[src/rtl/telem_pkg.sv]
// -----------------------------------------------------------------------------
// telem_pkg
// Shared constants and types for the telemetry packet transmitter.
//   HDR0 / HDR1    : fixed packet header bytes (0xAA, 0x55)
//   CNT_W          : byte-counter width
//   MAX_NUM_BYTES  : largest supported payload length
//   state_e        : transmitter FSM states
// -----------------------------------------------------------------------------
package telem_pkg;

   localparam logic [7:0] HDR0 = 8'hAA;
   localparam logic [7:0] HDR1 = 8'h55;

   localparam int unsigned MAX_NUM_BYTES = 15;
   // Byte index reaches MAX_NUM_BYTES + 2 (two headers plus checksum), so 5 bits.
   localparam int unsigned CNT_W = 5;

   typedef enum logic [1:0] {
      IDLE,
      SEND,
      WAIT
   } state_e;

endpackage

[src/rtl/telem_chksum.sv]
// -----------------------------------------------------------------------------
// telem_chksum
// 8-bit modulo-256 accumulator; output is the two's-complement negation of the
// running sum, so sum(payload) + chk == 0 mod 256.
// Ports:
//   clk  : clock
//   rst  : asynchronous active-high reset
//   clr  : clear the accumulator (has priority over acc)
//   acc  : add din into the accumulator
//   din  : byte to accumulate
//   chk  : negated running sum
// -----------------------------------------------------------------------------
module telem_chksum (
   input  logic       clk,
   input  logic       rst,
   input  logic       clr,
   input  logic       acc,
   input  logic [7:0] din,
   output logic [7:0] chk
);

   logic [7:0] sum_q;

   always_ff @(posedge clk or posedge rst) begin
      if (rst) begin
         sum_q <= 8'h00;
      end else if (clr) begin
         sum_q <= 8'h00;
      end else if (acc) begin
         sum_q <= sum_q + din;
      end
   end

   assign chk = ~sum_q + 8'd1;

endmodule

[src/rtl/telem_pkt_tx.sv]
// -----------------------------------------------------------------------------
// telem_pkt_tx
// Frames a NUM_BYTES payload as 0xAA, 0x55, payload (MSB byte first) and, when
// TELEM_CHKSUM_EN is defined, a trailing checksum byte. Bytes are handed to a
// UART serializer over the trmt / tx_data / tx_done handshake.
// Build option:
//   TELEM_CHKSUM_EN : append negated modulo-256 payload sum as the last byte
// Ports:
//   clk      : clock
//   rst      : asynchronous active-high reset
//   snd      : start a packet (sampled only in IDLE)
//   payload  : payload snapshot, byte NUM_BYTES-1 sent first
//   tx_done  : serializer byte-complete flag (rising edge = completion)
//   trmt     : one-cycle start pulse to the serializer
//   tx_data  : byte to the serializer, held from trmt until the next trmt
//   busy     : packet in progress
//   pkt_done : one-cycle pulse after the last byte completes
// -----------------------------------------------------------------------------
module telem_pkt_tx
   import telem_pkg::*;
#(
   parameter int unsigned NUM_BYTES = 4
) (
   input  logic                   clk,
   input  logic                   rst,
   input  logic                   snd,
   input  logic [8*NUM_BYTES-1:0] payload,
   input  logic                   tx_done,
   output logic                   trmt,
   output logic [7:0]             tx_data,
   output logic                   busy,
   output logic                   pkt_done
);

`ifdef TELEM_CHKSUM_EN
   localparam int unsigned LAST_K = NUM_BYTES + 2;
`else
   localparam int unsigned LAST_K = NUM_BYTES + 1;
`endif

   state_e                 state_q, state_d;
   logic [CNT_W-1:0]       cnt_q, cnt_d;
   logic [8*NUM_BYTES-1:0] shadow_q, shadow_d;
   logic                   trmt_q, trmt_d;
   logic [7:0]             tx_data_q, tx_data_d;
   logic                   busy_q, busy_d;
   logic                   pkt_done_q, pkt_done_d;
   logic                   tx_done_q;

   logic       done_evt;
   logic       is_payload;
   logic [7:0] pay_byte;

   // Only a fresh rising edge counts; a level left high from an earlier byte does not.
   assign done_evt   = tx_done & ~tx_done_q;
   assign is_payload = (cnt_q >= CNT_W'(2)) && (cnt_q <= CNT_W'(NUM_BYTES + 1));

   // Byte index k = NUM_BYTES+1-i carries shadow byte i (MSB byte first).
   always_comb begin
      pay_byte = 8'h00;
      for (int i = 0; i < int'(NUM_BYTES); i++) begin
         if (cnt_q == CNT_W'(NUM_BYTES + 1 - i)) begin
            pay_byte = shadow_q[8*i +: 8];
         end
      end
   end

`ifdef TELEM_CHKSUM_EN
   logic       chk_clr;
   logic       chk_acc;
   logic [7:0] chk_neg;

   telem_chksum u_chksum (
      .clk (clk),
      .rst (rst),
      .clr (chk_clr),
      .acc (chk_acc),
      .din (pay_byte),
      .chk (chk_neg)
   );
`endif

   always_comb begin
      state_d    = state_q;
      cnt_d      = cnt_q;
      shadow_d   = shadow_q;
      trmt_d     = 1'b0;
      tx_data_d  = tx_data_q;
      busy_d     = busy_q;
      pkt_done_d = 1'b0;
`ifdef TELEM_CHKSUM_EN
      chk_clr    = 1'b0;
      chk_acc    = 1'b0;
`endif
      unique case (state_q)
         IDLE: begin
            // A snd coinciding with pkt_done is dropped; IDLE honours it a cycle later.
            if (snd && !pkt_done_q) begin
               shadow_d = payload;
               cnt_d    = '0;
               busy_d   = 1'b1;
               state_d  = SEND;
`ifdef TELEM_CHKSUM_EN
               chk_clr  = 1'b1;
`endif
            end
         end
         SEND: begin
            trmt_d  = 1'b1;
            state_d = WAIT;
            if (cnt_q == '0) begin
               tx_data_d = HDR0;
            end else if (cnt_q == CNT_W'(1)) begin
               tx_data_d = HDR1;
            end else if (is_payload) begin
               tx_data_d = pay_byte;
`ifdef TELEM_CHKSUM_EN
               chk_acc   = 1'b1;
            end else begin
               // All payload bytes were accumulated in earlier SEND cycles.
               tx_data_d = chk_neg;
`endif
            end
         end
         WAIT: begin
            if (done_evt) begin
               if (cnt_q == CNT_W'(LAST_K)) begin
                  pkt_done_d = 1'b1;
                  busy_d     = 1'b0;
                  state_d    = IDLE;
               end else begin
                  cnt_d   = cnt_q + CNT_W'(1);
                  state_d = SEND;
               end
            end
         end
         default: state_d = IDLE;
      endcase
   end

   always_ff @(posedge clk or posedge rst) begin
      if (rst) begin
         state_q    <= IDLE;
         cnt_q      <= '0;
         shadow_q   <= '0;
         trmt_q     <= 1'b0;
         tx_data_q  <= 8'h00;
         busy_q     <= 1'b0;
         pkt_done_q <= 1'b0;
         tx_done_q  <= 1'b0;
      end else begin
         state_q    <= state_d;
         cnt_q      <= cnt_d;
         shadow_q   <= shadow_d;
         trmt_q     <= trmt_d;
         tx_data_q  <= tx_data_d;
         busy_q     <= busy_d;
         pkt_done_q <= pkt_done_d;
         tx_done_q  <= tx_done;
      end
   end

   assign trmt     = trmt_q;
   assign tx_data  = tx_data_q;
   assign busy     = busy_q;
   assign pkt_done = pkt_done_q;

endmodule

[config.mk]
export PLATFORM = sky130hd
export DESIGN_NAME = telem_pkt_tx
export DESIGN_NICKNAME = d
export VERILOG_FILES = /design/src/rtl/telem_pkg.sv /design/src/rtl/telem_chksum.sv /design/src/rtl/telem_pkt_tx.sv
export SDC_FILE = /design/constraint.sdc
export NUM_CORES = 1
export LEC_CHECK = 0
export CORE_AREA = 2 2 70 72
export DETAILED_ROUTE_END_ITERATION = 8
export DIE_AREA = 0 0 72 74
export PLACE_DENSITY_LB_ADDON = 0.15
export SYNTH_ARGS = -nofsm -noshare
export SYNTH_HDL_FRONTEND = slang
export SYNTH_SLANG_ARGS = --single-unit
[constraint.sdc]
create_clock -name clk -period 5 [get_ports clk]
set_input_delay 0.75 -clock clk [delete_from_list [all_inputs] [get_ports clk]]
set_output_delay 0.75 -clock clk [all_outputs]
set_load 0.05 [all_outputs]
== Word-level counts from Yosys, hierarchy flattened ==
Cells that the tools add are included.
W data, S select, Z words.
Storage, ports and cells
  memories: 0
  output and inout port bits: 11
  register bits after elaboration: 51
  latch bits: 0
  word-level logic and storage cells: 59
  bits in read-only memories: 0
  input bits: 36
  RAM bits: 0
Operators by class
  magnitude comparators: 2
  bitwise gates (word level): 2
  eq/ne operators: 11
  reduce and logical (&&, ||, !) cells: 12
  shift operators: 0
  muxes and demuxes: 23
  multipliers: 0
  add/sub/neg operators: 1
  divide/modulo/power cells: 0
Operator list (count)
  $mux W8: 7
  $mux W5: 3
  $eq A5 B2 Y1 const B: 2
  $eq A5 B3 Y1 const B: 2
  $pmux W5 S2: 1
  $mux W1: 8
  $ne A2 B2 Y1 const B: 4
  $reduce_and A4 Y1: 2
  $pmux W2 S3: 1
  $reduce_and A2 Y1: 3
  $add A5 B1 Y5 const B: 1
  $eq A5 B1 Y1 const B: 1
  $ge A5 B2 Y1 const B: 1
  $le A5 B3 Y1 const B: 1
  $logic_not A5 Y1: 1
  $mux W2: 2
  $reduce_bool A3 Y1: 1
  $eq A2 B1 Y1 const B: 1
  $eq A2 B2 Y1 const B: 1
  $logic_and A1 B1 Y1: 2
  $logic_not A2 Y1: 1
  $pmux W1 S2: 1
  $reduce_bool A2 Y1: 1
  $and A1 B1 Y1: 1
  2 further kinds: 2

== Depth between registers and ports, before layout ==
Gate-level depths: netlist of run 1.
  word-level depth: 8
  mapped depth: 7
  depth with buffers taken out: 6

== Worst setup path before layout of run 1 ==
OpenSTA, ideal clock, no wires.
  path type: input -> register
  start point: input tx_done
  end point: register cnt_q[2]
  cell stages on the path: 4
  path slack: 3039 ps
  library setup time: 132 ps
  arrival: 1829 ps
  required time: 4868 ps
  path through: or4bb_1 > a221oi_2 > xnor2_1 > nor2_1
Between the ends
  cells in the longest elaborated chain, start to end: 3
Ends and longest elaborated chain
  start: declaration: RTL line telem_pkt_tx.sv:28  | input logic tx_done,
  $and A1 B1 Y1: RTL line telem_pkt_tx.sv:55  | assign done_evt = tx_done & ~tx_done_q;
  $ne A2 B2 Y1 (no source line)
  $reduce_and A4 Y1 (no source line)
  end signal: assignment: RTL line telem_pkt_tx.sv:153  | cnt_q <= cnt_d;
  end: declaration: RTL line telem_pkt_tx.sv:42  | logic [CNT_W-1:0] cnt_q, cnt_d;
No other way between the ends.
A chain may end at the register's enable or synchronous reset.

== Worst setup path in the final report of run 1 ==
  start point: input snd
  end point: register cnt_q[3]
Between the ends
  cells in the longest elaborated chain, start to end: 3
Ends and longest elaborated chain
  start: declaration: RTL line telem_pkt_tx.sv:26  | input logic snd,
  $logic_and A1 B1 Y1: RTL line telem_pkt_tx.sv:98  | if (snd && !pkt_done_q) begin
  $ne A2 B2 Y1 (no source line)
  $reduce_and A4 Y1 (no source line)
No other way between the ends.

==> results of run 1 <==
synth_stat cells (2+ instances only):
cell	number	area, sq um
o21ai_0	10	50.1
nand2_1	108	405
nor3b_1	4	30.0
ha_1	4	50.1
a221oi_2	3	45.0
and3_1	4	25.0
nor2b_1	6	37.5
xnor2_1	3	26.3
a221o_1	4	40.0
nand3_1	10	50.1
a21oi_1	12	60.1
dfrtp_1	51	1280
inv_1	5	18.8
nor2_1	9	33.8
clkbuf_1	13	48.8
nor3_1	3	15.0
o211ai_1	4	30.0
a221oi_1	4	35.0
buf_6	2	22.5
layer usage:
layer | up-vias | track usage | share of wire
met2 | 44 | 0.320 | 0.46
li1 | 991 | - | -
met4 | 0 | 0.0692 | 0.013
met5 | - | 0 | 0
met1 | 884 | 0.299 | 0.49
met3 | 6 | 0.0461 | 0.036
sequential cells by signal, indices dropped and copies added, names as in the netlist:
name       count
cnt_q          5
shadow_q      32
tx_done_q      1
busy           1
trmt           1
tx_data        8
pkt_done       1
state_q        2
worst max-delay path: cells and delay by family:
kind	cells	cell delay (ns)
xor gates and xnor gates	1	0.16
and+or+nand+nor	2	0.73
buffers and inverters	1	0.47
AOI/OAI and AO/OA	1	0.39
cell usage in the layout (no fill, tap or decap), types with 5 or more instances in the layout:
master	n
dfrtp_1	51
clkdlybuf4s50_1	46
nor2_1	9
nand3_1	10
o21ai_0	10
nor2b_1	6
nand2_1	108
a21oi_1	12
clkbuf_8	5
cells by family after synthesis:
logic type               Yosys count
multiplexers                       1
buffers and inverters             21
flip-flops                        51
AND/OR/NAND/NOR                  153
AO/OA/AOI/OAI                     42
XOR/XNOR                           3
adder cells (fa/ha/maj)            4
report_power, final:
group	total, mW	leakage (nW)	internal (mW)	switching [mW]
combinational	0.576	0.699	0.220	0.356
clock	0.213	0.0371	0.0935	0.120
sequential	0.691	0.629	0.569	0.122
final timing paths:
check / startpoint / end / depth (start not counted)
setup / recovery: snd / cnt_q[3] / 5
setup reg to reg: cnt_q[1] / tx_data[4] / 5
max in group asynchronous: rst / shadow_q[10] / 2
min in group asynchronous: rst / shadow_q[25] / 2
hold reg to reg: shadow_q[2] / shadow_q[2] / 2
hold / removal: shadow_q[2] / shadow_q[2] / 2
final cells by class:
cell class | instances | share of cell area
sequential | 51 | 0.427
multi-input combinational | 203 | 0.363
timing repair buffer | 47 | 0.157
clock buffer | 6 | 0.0243
tap | 54 | 0.0226
inverter | 5 | 0.00628
metrics by stage:
| stage | total power [mW] | cells | utilization |
|---|---|---|---|
| after global placement | 1.27 | 360 | 0.634 |
| after CTS | 1.49 | 366 | 0.650 |
| after global routing | 1.60 | 366 | 0.650 |
| after detailed placement | 1.27 | 360 | 0.634 |
| after floorplan | 1.10 | 275 | - |
| final | 1.48 | 366 | 0.650 |
==> results by group, run 1 <==
STA
  – Unrepaired setup endpoints after global routing: no
  – Fmax: around 430 MHz
  – Hold violation count in the final report: 0
  – Worst Tran Pin Value: a little over 1 ns
  – Rel. slew slack: 0.317
  – Setup TNS: 0 ns
  – Final setup fails: 0
  – Skew final: ~0.0026 ns
  – Period minus WS final: 2.34 ns
  – Fin worst setup slack: 2.66 ns
  – Pins Over Slew Limit: 0
  – Tcrit/Tclk final: 0.469
  – Hold slack: approximately 0.47 ns

Power
  – Leakage power: 1.37 nW
  – VDD IR max: 0.000239 V
  – P per Cell Area: about 500 mW/mm^2

Min path
  – Hold WC Path Type: register to register

Routing
  – Drt first-iter violations: 85
  – Vias: 1925
  – WL final: slightly above 5 mm
  – Post-DRT Antenna Nets: 0
  – Wirelength per Cell: approximately 14 um
  – Vias/cell: 5.26
  – First drt pass iteration count: 4
  – DRC Markers: 0

Place
  – Placer Congestion: roughly 0.85
  – Final HPWL DP: between 3 and 4 mm
  – Worst slack, placed: 2.34 ns
  – Placed Area: roughly 0.0029 sq mm
  – Buffers on Ports: 46

Logic synthesis
  – Yosys cell types: 35
  – Post-synth EDFFs: 0
  – Post-synthesis xor/xnor area fraction: 0.0107
  – Post-synthesis adder-cell area fraction: 0.0204
  – Post-synth ARST share: 1.00
  – Syn Area/Cell: 8.90 sq um
  – Compound-Gate Fraction of Synth Area: 0.124
  – Largest family of logic cells by synthesized area: simple AND/OR/NAND/NOR gates
  – Post-synthesis sequential area ratio: 0.521
  – Post-synth top flop: dfrtp_1
  – Mux cell area share after synthesis: 0.00409
  – YS warnings: 0
  – Synth Net Count: approximately 320
  – #FFs+latches synth: between 50 and 60
  – Synth Instances: 275
  – Synthesized area: 0.00245 sq mm
  – Simple-gate share of the synthesized area: 0.281

Die
  – Starting density of the core: 0.532
  – Row count: 25
  – Core footprint: 0.00460 sq mm
  – Top Ports: 47
  – Die height: roughly 74 um
  – Die width: ~72 um
  – Die ar.: between 0.005 and 0.006 sq mm

Final layout
  – Register area: 0.00128 sq mm
  – Multi-input gate area: ~0.0011 sq mm
  – Nets: between 300 and 400
  – Antenna diodes: 0
  – Filler cells: between 400 and 500
  – Final instance area: around 0.0030 sq mm
  – Layout cell share with drive strength beyond 1: 0.0481
  – Layout area overhead: 22.1%

CTS
  – Clock Sinks: 51
  – CTS root buf: clkbuf_8
  – Setup Fix Bufs, Post-CTS: 0
  – Register clock-pin slew on the reported worst setup and hold paths: around 0.08 ns
  – Clk_lat worst skew: between 0.2 and 0.3 ns
  – Total CTS buffers: 5
  – Hold buffers post-CTS: 0
  – Post-cts resize count: 0
  – H-Tree Level Count: 2
  – CTS tree: built
  – CTS Buffer Depth: 2

Worst setup path
  – CP max stage delay: around 0.7 ns
  – Critical Path, Cell by Cell: clkdlybuf4s50_1 -> or4b_4 -> a221oi_2 -> xnor2_1 -> nor2_1
  – Worst Path Required: about 5.2 ns
  – Critical path class: primary input to register
  – Worst Path Arrival: about 2.5 ns
  – Startpoint Class: primary input
  – Max FO, Critical Path: 37
  – Reg2reg setup slack: approximately 2.9 ns
  – Nature of the critical path endpoint: register
  – Slowest CP cell: or4b_4

GRT
  – Initial antenna violation count: 0
  – Via count of the first global-routing pass: about 1800
  – GRT Total Usage: 0.209
  – Overflow after GRT: 0
  – Largest net degree at the start of global routing: 52
  – First-pass GRT wire length: roughly 8.6 mm

Job
  – Max Cap Viol: 0

Status
  – Status: completed
No activity file was read; power rests on OpenSTA's default activity.
==> run 2, diff against run 1 <==
--- a/config.mk
+++ b/config.mk
@@ -5,9 +5,9 @@
 export SDC_FILE = /design/constraint.sdc
 export NUM_CORES = 1
 export LEC_CHECK = 0
-export CORE_AREA = 2 2 70 72
+export CORE_AREA = 2 2 73 75
 export DETAILED_ROUTE_END_ITERATION = 8
-export DIE_AREA = 0 0 72 74
+export DIE_AREA = 0 0 75 77
 export PLACE_DENSITY_LB_ADDON = 0.15
 export SYNTH_ARGS = -nofsm -noshare
 export SYNTH_HDL_FRONTEND = slang
==> constraint.sdc (replaced) <==
create_clock -name clk -period 2.2 [get_ports clk]
set_input_delay 0.33 -clock clk [delete_from_list [all_inputs] [get_ports clk]]
set_output_delay 0.33 -clock clk [all_outputs]
set_load 0.05 [all_outputs]
==> run 2 against run 1 <==
Against the previous run: die area increased by 8.4%; routed wire length increased by 7.6%; final cell count increased by 6.8%; cell area increased by 3.6%; critical path type is now register to register; largest power group unchanged; global-route usage increased by 0.21 points; core utilization decreased by 2.8 points; via count increased by 3.1%; count of clock-buffer cells in the layout unchanged; highest routed layer unchanged; clock skew increased by 0.0061 ns; hold slack got worse by 0.14 ns; worst setup slack got worse by 2.5 ns.
==> results by group, run 2 (synthesized netlist as in run 1, its figures left out) <==
CTS
  – CTS root buf: clkbuf_8
  – Clk_lat worst skew: ~0.3 ns
  – Post-cts resize count: 0
  – Setup Fix Bufs, Post-CTS: 0
  – Clock Sinks: between 50 and 60
  – Total CTS buffers: 5
  – Hold buffers post-CTS: 0
  – CTS Buffer Depth: 2
  – Register clock-pin slew on the reported worst setup and hold paths: about 0.09 ns
  – H-Tree Level Count: 2
  – CTS tree: built

Final layout
  – Nets: 361
  – Layout cell share with drive strength beyond 1: 0.0779
  – Most common cell after layout, fill and taps aside: nand2_1
  – Largest Register: shadow_q
  – Final instance area: between 0.003 and 0.004 sq mm
  – Layout Utilization: 0.622
  – Antenna diodes: 0
  – Largest register FFs: 32
  – Layout area overhead: 26.5%
  – Most frequent cells in the layout: nand2_1 (108), dfrtp_1 (51), clkdlybuf4s50_1 (46)

Worst setup path
  – Startpoint Class: register
  – Worst R2R Start: cnt_q[1]
  – CP startpoint: cnt_q[1]
  – Worst Path Required: 2.39 ns
  – Nature of the critical path endpoint: register
  – Critical path class: register to register
  – Worst Path Arrival: 2.19 ns
  – Max FO, Critical Path: 10

Routing
  – Vias/cell: roughly 5.1
  – Drt first-iter violations: between 100 and 150
  – First drt pass iteration count: 4
  – DRC Markers: 0
  – WL final: about 5.4 mm
  – Vias: slightly below 2000
  – Post-DRT Antenna Nets: 0
  – Wirelength per Cell: about 14 um

Min path
  – Hold WC Path Type: primary input to asynchronous set/reset pin

STA
  – Setup TNS: 0 ns
  – Hold slack: roughly 0.33 ns
  – Rel. slew slack: 0.664
  – Unrepaired setup endpoints after global routing: no
  – Skew final: 0.00875 ns
  – Tcrit/Tclk final: 0.909
  – Period minus WS final: about 2 ns
  – Fmax: around 500 MHz
  – Worst Tran Pin Value: about 0.5 ns
  – Hold violation count in the final report: 0
  – Final setup fails: 0
  – Pins Over Slew Limit: 0

GRT
  – Overflow after GRT: 0
  – Initial antenna violation count: 0
  – Via count of the first global-routing pass: between 1500 and 2000
  – First-pass GRT wire length: around 9.4 mm
  – Largest net degree at the start of global routing: 34
  – GRT Total Usage: 0.211

Die
  – Die ar.: 0.00578 sq mm
  – Die width: about 75 um
  – Starting density of the core: 0.492
  – Core footprint: about 0.0050 sq mm
  – Row count: 26
  – Top Ports: 47
  – Die height: a little under 80 um

Place
  – Placer Congestion: 0.787
  – Final HPWL DP: about 3.9 mm
  – Buffers on Ports: 46
  – Placed Area: 0.00301 sq mm

Power
  – VDD IR max: about 0.00057 V
  – Final Power: 3.52 mW
  – P per Cell Area: ~1100 mW/mm^2
  – Leakage power: about 1.4 nW

Job
  – Max Cap Viol: 0

Status
  – Status: completed
-- run 2: cell types whose count changed in the layout (fill, tap and decap cells not counted), sizes merged --
| cell | change |
|---|---|
| buf | +8 |
| clkinv | +1 |
-- run 2: metal layers --
| metal | routed length [um] | vias up | share of wire | GRT usage |
|---|---|---|---|---|
| met5 | 0 | - | 0 | 0 |
| met4 | 38 | 0 | 0.0070 | 0.0536 |
| met2 | 2480 | 33 | 0.46 | 0.308 |
| li1 | - | 1009 | - | - |
| met1 | 2690 | 939 | 0.50 | 0.318 |
| met3 | 201 | 4 | 0.037 | 0.0434 |
-- run 2: layout make-up --
class                           count  area [sq um]
Timing Repair Buffer               55           541
Fill cell                         445          1880
Inverter                            5          18.8
Sequential cell                    51          1280
Clock inverter                      1          5.00
Multi-Input combinational cell    203          1080
Clock buffer                        6          82.6
Tap cell                           70          87.6
-- run 2: metrics by stage --
stage	setup slack, ns	instances
6_report	0.201	391
5_1_grt	0.0695	391
3_5_place_dp	0.0703	384
4_1_cts	0.211	391
3_3_place_gp	0.0993	384
2_1_floorplan	0.388	275
-- run 2: report_power, final --
group	total, mW	leakage, nW	internal, mW	switching [mW]
Sequential	1.55	0.629	1.29	0.252
Clock	0.541	0.0470	0.247	0.294
Combinational	1.43	0.742	0.565	0.868
Total	3.52	1.42	2.11	1.41
-- run 2: worst paths after layout --
kind	endpoint	slack [ns]	depth (start not counted)
max reg2reg	tx_data[4]	0.20	5
max in group asynchronous	tx_data[6]	1.36	3
min reg2reg	shadow_q[3]	0.48	2
min in group clk	shadow_q[3]	0.48	2
min	pkt_done	0.33	2
max	tx_data[4]	0.20	5
-- run 2: critical path, cell delays in order (launching register included) --
cell and delay [ns]:
dfrtp_1 0.46, inv_1 0.11, ha_1 0.23, o311a_1 0.47, o21a_1 0.26, a221o_1 0.36
==> run 3, diff against run 2 <==
--- a/config.mk
+++ b/config.mk
@@ -8,6 +8,7 @@
 export CORE_AREA = 2 2 73 75
 export DETAILED_ROUTE_END_ITERATION = 8
 export DIE_AREA = 0 0 75 77
+export GPL_TIMING_DRIVEN = 0
 export PLACE_DENSITY_LB_ADDON = 0.15
 export SYNTH_ARGS = -nofsm -noshare
 export SYNTH_HDL_FRONTEND = slang
==> run 3 against run 2 <==
Against the previous run: core utilization increased by 0.73 points; highest routed layer unchanged; global-route usage is 0.15 points higher; cell area is 1.2% higher; final cell count rose by 2.3%; critical path depth rose by 1; non-clock buffer count up 8; combinational power hardly changed; count of clock-buffer cells in the layout decreased by 1; via count grew 4.5%; hold slack improved by 0.047 ns; sequential power about the same; worst setup slack worse by 0.050 ns; largest cell class unchanged.
==> results by group, run 3 (synthesized netlist as in run 1, its figures left out) <==
Die
  – Die ar.: around 0.0058 sq mm
  – Core footprint: 0.00498 sq mm
  – Row count: 26
  – Die height: 77 um
  – Die width: between 70 and 80 um
  – Starting density of the core: 0.492
  – Top Ports: 47

Final layout
  – Most common cell after layout, fill and taps aside: nand2_1
  – Nets: between 300 and 400
  – Largest register FFs: 32
  – Largest Register: shadow_q
  – Layout area overhead: 28.0%
  – Layout Utilization: 0.629
  – Final instance area: ~0.0031 sq mm
  – Multi-input gate area: between 0.001 and 0.0015 sq mm
  – Filler cells: 453
  – Register area: between 0.001 and 0.0015 sq mm
  – Most frequent cells in the layout: nand2_1 (108), dfrtp_1 (51), clkdlybuf4s50_1 (46)
  – Antenna diodes: 0
  – Layout cell share with drive strength beyond 1: 0.0697

STA
  – Hold violation count in the final report: 0
  – Period minus WS final: between 2 and 2.5 ns
  – Final setup fails: 0
  – Fmax: roughly 490 MHz
  – Worst Tran Pin Value: ~0.84 ns
  – Tcrit/Tclk final: 0.931
  – Skew final: 0.0107 ns
  – Unrepaired setup endpoints after global routing: no
  – Hold slack: between 0.3 and 0.4 ns
  – Rel. slew slack: 0.440
  – Pins Over Slew Limit: 0

Min path
  – Hold WC Path Type: primary input to asynchronous set/reset pin

Power
  – Final Power: ~3.6 mW
  – VDD IR max: ~0.00051 V
  – Leakage power: approximately 1.4 nW
  – P per Cell Area: 1160 mW/mm^2

CTS
  – CTS Buffer Depth: 2
  – Register clock-pin slew on the reported worst setup and hold paths: 0.09 ns
  – H-Tree Level Count: 2
  – Clock Sinks: 51
  – Total CTS buffers: 5
  – CTS root buf: clkbuf_8
  – Hold buffers post-CTS: 0
  – CTS tree: built
  – Clk_lat worst skew: 0.31 ns

Worst setup path
  – RR Endpoint: tx_data[4]
  – CP max stage delay: between 0.4 and 0.5 ns
  – Reg2reg path depth: 6
  – Critical path class: register to register
  – Worst Path Required: approximately 2.4 ns
  – Reg2reg setup slack: approximately 0.15 ns
  – Worst R2R Start: cnt_q[1]
  – Max FO, Critical Path: 10
  – Nature of the critical path endpoint: register
  – Worst Path Arrival: ~2.3 ns
  – CP startpoint: cnt_q[1]
  – Critical Path, Cell by Cell: inv_1 -> ha_1 -> o311a_1 -> buf_2 -> o21a_1 -> a221o_1
  – Slowest CP cell: dfrtp_1
  – Startpoint Class: register
  – CP Capture Point: tx_data[4]

Routing
  – Vias/cell: ~5.2
  – DRC Markers: 0
  – Drt first-iter violations: 104
  – Post-DRT Antenna Nets: 0
  – WL final: around 5.5 mm
  – Wirelength per Cell: between 10 and 15 um
  – First drt pass iteration count: 4
  – Vias: 2074

GRT
  – Initial antenna violation count: 0
  – GRT Total Usage: 0.212
  – First-pass GRT wire length: about 9.4 mm
  – Overflow after GRT: 0
  – Largest net degree at the start of global routing: 28
  – Via count of the first global-routing pass: between 2000 and 2500

Job
  – Max Cap Viol: 0

Place
  – Placed Area: approximately 0.003 sq mm
  – Placer Congestion: 0.839
  – Final HPWL DP: ~4.1 mm
  – Buffers on Ports: between 40 and 50

Status
  – Status: completed
## run 3: worst min path at each step
stage / startpoint / end / slack (ns) / cells after the start
final: rst / tx_data[3] / 0.38 / 2
after global routing: rst / tx_data[7] / 0.44 / 2
after CTS: rst / tx_data[3] / 0.40 / 2
after detailed placement: shadow_q[1] / shadow_q[1] / 0.46 / 2
after global placement: shadow_q[2] / shadow_q[2] / 0.45 / 2
after floorplan: tx_done / tx_done_q / 0.36 / 0
## run 3: cell type report
class / instances / share of cell area
buffer: 16 / 0.0248
clock buffer: 5 / 0.0220
clock inverter: 3 / 0.0140
inverter: 5 / 0.00599
multi-input combinational: 203 / 0.344
sequential: 51 / 0.408
tap: 70 / 0.0280
timing repair buffer: 47 / 0.153
## run 3: worst max-delay path, delay by kind of cell (launching register included)
family                   cells  cell delay [ns]
adder cells (fa/ha/maj)      1             0.25
AO/OA/AOI/OAI                3             0.92
buffers and inverters        2             0.30
flip-flops                   1             0.48
## run 3: power breakdown
group / switching [mW] / internal (mW)
registers: 0.246 / 1.29
clock network: 0.315 / 0.339
logic: 0.882 / 0.546
total: 1.44 / 2.18
## run 3: per-layer routing
metal / track usage / share of wire
met5: 0 / 0
met4: 0.0679 / 0.023
met3: 0.0420 / 0.048
met2: 0.339 / 0.48
met1: 0.288 / 0.45
## run 3: through the flow
step / std cells / setup slack (ns) / TNS [ns]
CTS: 400 / 0.115 / 0
finish: 400 / 0.151 / 0
floorplan: 275 / 0.388 / 0
detailed placement: 392 / 0.0301 / 0
global route: 400 / 0.0210 / 0
global placement: 391 / -0.331 / -16.76
## run 3: repair_timing
item,in CTS,in global routing
gates resized for setup,0,3
hold endpoints to repair,0,0
endpoints found under the setup margin,0,8
buffers inserted,0,0
